===== src/rtl/hazard_pkg.sv =====
// Shared types for the pipeline hazard controller.
// State encoding and default memory watchdog limit.
package hazard_pkg;

  typedef enum logic [1:0] {
    RUN      = 2'd0,
    MEM_WAIT = 2'd1,
    FAULT    = 2'd2
  } hz_state_t;

  localparam int MEM_TIMEOUT_DEF = 16;
  localparam int WAIT_W          = 8;

endpackage


===== src/rtl/mem_wait_timer.sv =====
// Counts cycles spent frozen on the data memory handshake.
// Flags expiry once the count reaches the watchdog limit.
module mem_wait_timer
  import hazard_pkg::*;
#(
  parameter int LIMIT = MEM_TIMEOUT_DEF
) (
  input  logic Clk,
  input  logic Rst,
  input  logic clr,
  input  logic inc,
  output logic expired
);

  logic [WAIT_W-1:0] cnt;

  always_ff @(posedge Clk) begin
    if (Rst || clr) begin
      cnt <= '0;
    end else if (inc) begin
      cnt <= cnt + 1'b1;
    end
  end

  assign expired = (cnt == WAIT_W'(LIMIT));

endmodule


===== src/rtl/pipeline_hazard_ctrl.sv =====
// Stall/flush sequencer for the five-stage pipeline.
// Define HAZARD_PERF_EN to build the stall/flush performance counters.
module pipeline_hazard_ctrl
  import hazard_pkg::*;
#(
  parameter int MEM_TIMEOUT = MEM_TIMEOUT_DEF
) (
  input  logic        Clk,
  input  logic        Rst,
  input  logic [4:0]  ID_Rs,
  input  logic [4:0]  ID_Rt,
  input  logic        ID_UsesRt,
  input  logic        EX_MemRead,
  input  logic [4:0]  EX_Rd,
  input  logic        MEM_BranchTaken,
  input  logic        MEM_Jump,
  input  logic        MEM_MemAccess,
  input  logic        DMem_Ready,
  output logic        DMem_Req,
  output logic        PC_Write,
  output logic        IF_ID_Write,
  output logic        EX_MEM_Write,
  output logic        MEM_WB_Write,
  output logic        IF_ID_Flush,
  output logic        ID_EX_Flush,
  output logic        EX_MEM_Flush,
  output logic        Redirect,
  output logic        Fault,
  output logic [31:0] StallCycles,
  output logic [31:0] FlushCount
);

  hz_state_t state;
  logic in_wait, in_fault, load_use;
  logic freeze, redir, lu_stall, expired;

  assign in_wait  = (state == MEM_WAIT);
  assign in_fault = (state == FAULT);

  assign load_use = EX_MemRead && (EX_Rd != 5'd0) &&
                    ((EX_Rd == ID_Rs) ||
                     (ID_UsesRt && (EX_Rd == ID_Rt)));

  // A held access in MEM_WAIT keeps freezing regardless of MEM_MemAccess
  assign freeze   = (state == RUN && MEM_MemAccess && !DMem_Ready) ||
                    (in_wait && !DMem_Ready);
  assign redir    = !in_fault && !freeze &&
                    (MEM_BranchTaken || MEM_Jump);
  assign lu_stall = !in_fault && !freeze && !redir && load_use;

  mem_wait_timer #(
    .LIMIT(MEM_TIMEOUT)
  ) u_timer (
    .Clk    (Clk),
    .Rst    (Rst),
    .clr    (!freeze),
    .inc    (freeze),
    .expired(expired)
  );

  always_ff @(posedge Clk) begin
    if (Rst) begin
      state <= RUN;
    end else begin
      unique case (state)
        RUN: begin
          if (MEM_MemAccess && !DMem_Ready) state <= MEM_WAIT;
        end
        MEM_WAIT: begin
          if (DMem_Ready)   state <= RUN;
          else if (expired) state <= FAULT;
        end
        FAULT:   state <= FAULT;
        default: state <= RUN;
      endcase
    end
  end

  always_comb begin
    DMem_Req     = 1'b0;
    PC_Write     = 1'b0;
    IF_ID_Write  = 1'b0;
    EX_MEM_Write = 1'b0;
    MEM_WB_Write = 1'b0;
    IF_ID_Flush  = 1'b0;
    ID_EX_Flush  = 1'b0;
    EX_MEM_Flush = 1'b0;
    Redirect     = 1'b0;
    Fault        = 1'b0;
    if (Rst) begin
      IF_ID_Flush  = 1'b1;
      ID_EX_Flush  = 1'b1;
      EX_MEM_Flush = 1'b1;
    end else if (in_fault) begin
      Fault = 1'b1;
    end else if (freeze) begin
      DMem_Req = 1'b1;
    end else begin
      DMem_Req     = in_wait || MEM_MemAccess;
      PC_Write     = !lu_stall;
      IF_ID_Write  = !lu_stall;
      EX_MEM_Write = 1'b1;
      MEM_WB_Write = 1'b1;
      Redirect     = redir;
      IF_ID_Flush  = redir;
      ID_EX_Flush  = redir || lu_stall;
      EX_MEM_Flush = redir;
    end
  end

`ifdef HAZARD_PERF_EN
  logic [31:0] stall_q, flush_q;

  always_ff @(posedge Clk) begin
    if (Rst) begin
      stall_q <= '0;
      flush_q <= '0;
    end else begin
      if ((freeze || lu_stall) && stall_q != '1) stall_q <= stall_q + 1'b1;
      if (redir && flush_q != '1)                flush_q <= flush_q + 1'b1;
    end
  end

  assign StallCycles = Rst ? '0 : stall_q;
  assign FlushCount  = Rst ? '0 : flush_q;
`else
  assign StallCycles = '0;
  assign FlushCount  = '0;
`endif

endmodule


===== config.mk =====
export PLATFORM = sky130hd
export DESIGN_NAME = pipeline_hazard_ctrl
export DESIGN_NICKNAME = d
export VERILOG_FILES = /design/src/rtl/hazard_pkg.sv /design/src/rtl/mem_wait_timer.sv /design/src/rtl/pipeline_hazard_ctrl.sv
export SDC_FILE = /design/constraint.sdc
export NUM_CORES = 1
export LEC_CHECK = 0
export ABC_AREA = 1
export BUFFER_PORTS_ARGS = -buffer_cell sky130_fd_sc_hd__clkbuf_2
export CAP_MARGIN = 20
export CORE_MARGIN = 2
export CORE_UTILIZATION = 41
export DETAILED_ROUTE_END_ITERATION = 10
export PLACE_DENSITY_LB_ADDON = 0.15
export SLEW_MARGIN = 20
export SYNTH_ARGS = -nofsm -noshare
export SYNTH_HDL_FRONTEND = slang
export SYNTH_SLANG_ARGS = --single-unit

===== constraint.sdc =====
create_clock -name Clk -period 1.7 [get_ports Clk]
set_clock_uncertainty 0.2 [all_clocks]
set_input_delay 0.255 -clock Clk [delete_from_list [all_inputs] [get_ports Clk]]
set_output_delay 0.255 -clock Clk [all_outputs]
set_load 0.1 [all_outputs]

==> run metrics <==
CTS Sinks 10; worst-path maximum fanout 3; clock-pin slew on the worst setup and hold paths 0.07 ns; first-pass GRT wire length 3370 µm; Max-cap violations 0; combinational fraction of design power 68.9%; Root Driver clkbuf_4; worst reg2reg endpoint u_timer.cnt[6]; Worst Hold Path Cells 4; VDD IR max 0.000541 V; setup slack, reg-to-reg 0.31 ns; delay-heaviest family, CP simple AND/OR/NAND/NOR gates; CP Cell Sequence nor2_4 -> nand3_2 -> nand2_4 -> nor2_4 -> o21ai_4 -> nor2_4 -> inv_2 -> nand2_8 -> buf_12; proportion of layout cells with a drive suffix above 1 28.7%; post-synthesis async set-or-reset flop share 0%; Pint 0.516 mW; period utilization 114%; Leak 0.877 nW; initial antenna violation count 0; post-synthesis sequential area ratio 15.4%; Fin. Hold Viols 0; synth top area cells buf_4, dfxtp_1, nand2_1; largest net degree at the start of global routing 7; Max Root-Sink Buffers 2; Achievable Freq 515 MHz; I/O Buffers 32; most used cell, CP nor2_4; number of enable flip-flop cells after synthesis 0; Sequential Power Share 16.4%; Yosys top cell area share 39.3%; Post-synth top cells buf_4, nand2_1, inv_1; Vias 1049; Post-Syn Area 1300 µm²; Mapped Avg Cell Area 6.43 µm²; Ys Warns 0; status complete, but fails checks; Cell variety after synth 25; pwr/cell area 927 nW/µm²; RSZ-0062 raised after global routing true; Final WS setup -0.242 ns; Diodes inserted 0; Hold Startpoint DMem_Ready; drt pass-1 iters 4; post-route cell area 1590 µm²; max-slew violation total from the final report 0; # setup viols final 10; chip height 60.3 µm; Worst Path Arrival 1.49 ns; Die Area 3630 µm²; cells after synthesis 202; Core ar. 3030 µm²; pre-CTS WS 0.00878 ns; critical path launch point type flip-flop; worst-case reg-to-reg path depth 6; violated checks setup timing; vias in the first global route 816; Worst path max stage delay 0.36 ns; final core utilization 52.5%; setup TNS -1.89 ns; CP endpoint kind output pin; ys flop type dfxtp_1; Die X 60.3 µm; P_sw 0.958 mW; clock power share 14.8%; CTS tree built; remaining antenna violation count 0; CP Class flip-flop to output pin; Hold Path End state[1]; post-placement cell area 1490 µm²; post-synth top area cell buf_4; GRT Residual Overflow 0; routed len/inst 8.20 µm; CTS Buf Count 3; Avg Vias per Cell 3.69; initial core utilization 42.9%; RD Place Congestion 0.726; Area growth syn-to-layout 22.4%; worst endpoint required time 1.24 ns; Post-Layout Cell Count 284; minimum clock period 1.94 ns; cell with the most instances after synthesis buf_4; Sw Ratio 65.0%; Hold Path Class input pin to flip-flop; PnR Total Power 1.47 mW; WL final 2330 µm; H-tree depth 1; dpl cells 278; gr usage total 12.4%; Site Rows 20; drt drc 0; slowest CP cell dfxtp_4; DR iter-0 viols 48; HPWL after DPL 1980 µm; Seq cells post-synth 10; IO Pins 97; Crit path buffers/inverters 2; hold_ws 0.117 ns; Clock Latency Late Sink 0.27 ns; # nets final 266; RR Startpoint u_timer.cnt[0]
[state kept, by name, indices dropped and copies added, names as in the netlist]
name	flops
state	2
u_timer.cnt	8
[routing by layer]
layer	share of wire [%]	vias to the layer above	global-route usage [%]
li1	-	551	-
met1	38	449	14.1
met2	53	45	21.9
met3	7.6	4	3.68
met4	0.95	0	3.81
met5	0	-	0
[what timing repair did]
action / in CTS / in global routing
gates cloned: 0 / 0
endpoints found under the setup margin: 10 / 10
buffers inserted: 2 / 0
hold buffers: 0 / 0
pin swaps: 4 / 1
resized for setup: 9 / 3
[how the worst max path moves through the flow]
stage | endpoint | startpoint | depth (start not counted)
finish | IF_ID_Write | state[1] | 9
CTS | IF_ID_Write | state[1] | 7
global placement | IF_ID_Write | EX_Rd[4] | 11
floorplan | PC_Write | state[0] | 7
detailed placement | IF_ID_Write | EX_Rd[4] | 11
global route | IF_ID_Write | state[0] | 9
[cells by family after synthesis]
group | share of synthesized area, %
compound gates | 4.43
simple gates | 27.1
fa+ha+maj | 1.93
other cells | 0.289
flops | 15.4
buf+inv | 48.8
xor+xnor | 2.02
[cell usage in the layout (no fill, tap or decap), types with 3 or more instances in the layout]
master,netlist,routed
a21oi_1,4,4
buf_12,0,10
buf_4,68,5
clkbuf_2,0,22
clkbuf_4,0,3
conb_1,1,64
dfxtp_1,10,8
inv_1,30,28
inv_2,3,4
nand2_1,36,33
nand3_1,8,7
nor2_1,17,15
nor2_4,2,5
[final cells by class]
| type | instances | area [µm²] |
|---|---|---|
| clock buffers | 4 | 36.3 |
| multi-input cells | 154 | 795 |
| repair buffers | 39 | 370 |
| inverters | 33 | 126 |
| flip-flops and latches | 10 | 208 |
| fillers | 318 | 1440 |
| well taps | 44 | 55.1 |
[worst register-to-register path: cells and delay by family (launching register included)]
| kind | cells | cell delay, ns |
|---|---|---|
| flip-flops | 1 | 0.37 |
| XOR/XNOR | 1 | 0.14 |
| adder cells (fa/ha/maj) | 1 | 0.19 |
| AND/OR/NAND/NOR | 4 | 0.39 |
[power by group through the flow]
stage	sequential, mW	clock, mW	combinational (mW)
6_report	0.241	0.218	1.02
5_1_grt	0.242	0.238	1.05
2_1_floorplan	0.246	0	0.988
4_1_cts	0.242	0.223	1.01
3_3_place_gp	0.247	0	0.998
3_5_place_dp	0.247	0	0.999
Power figures use the tool's default switching activity.
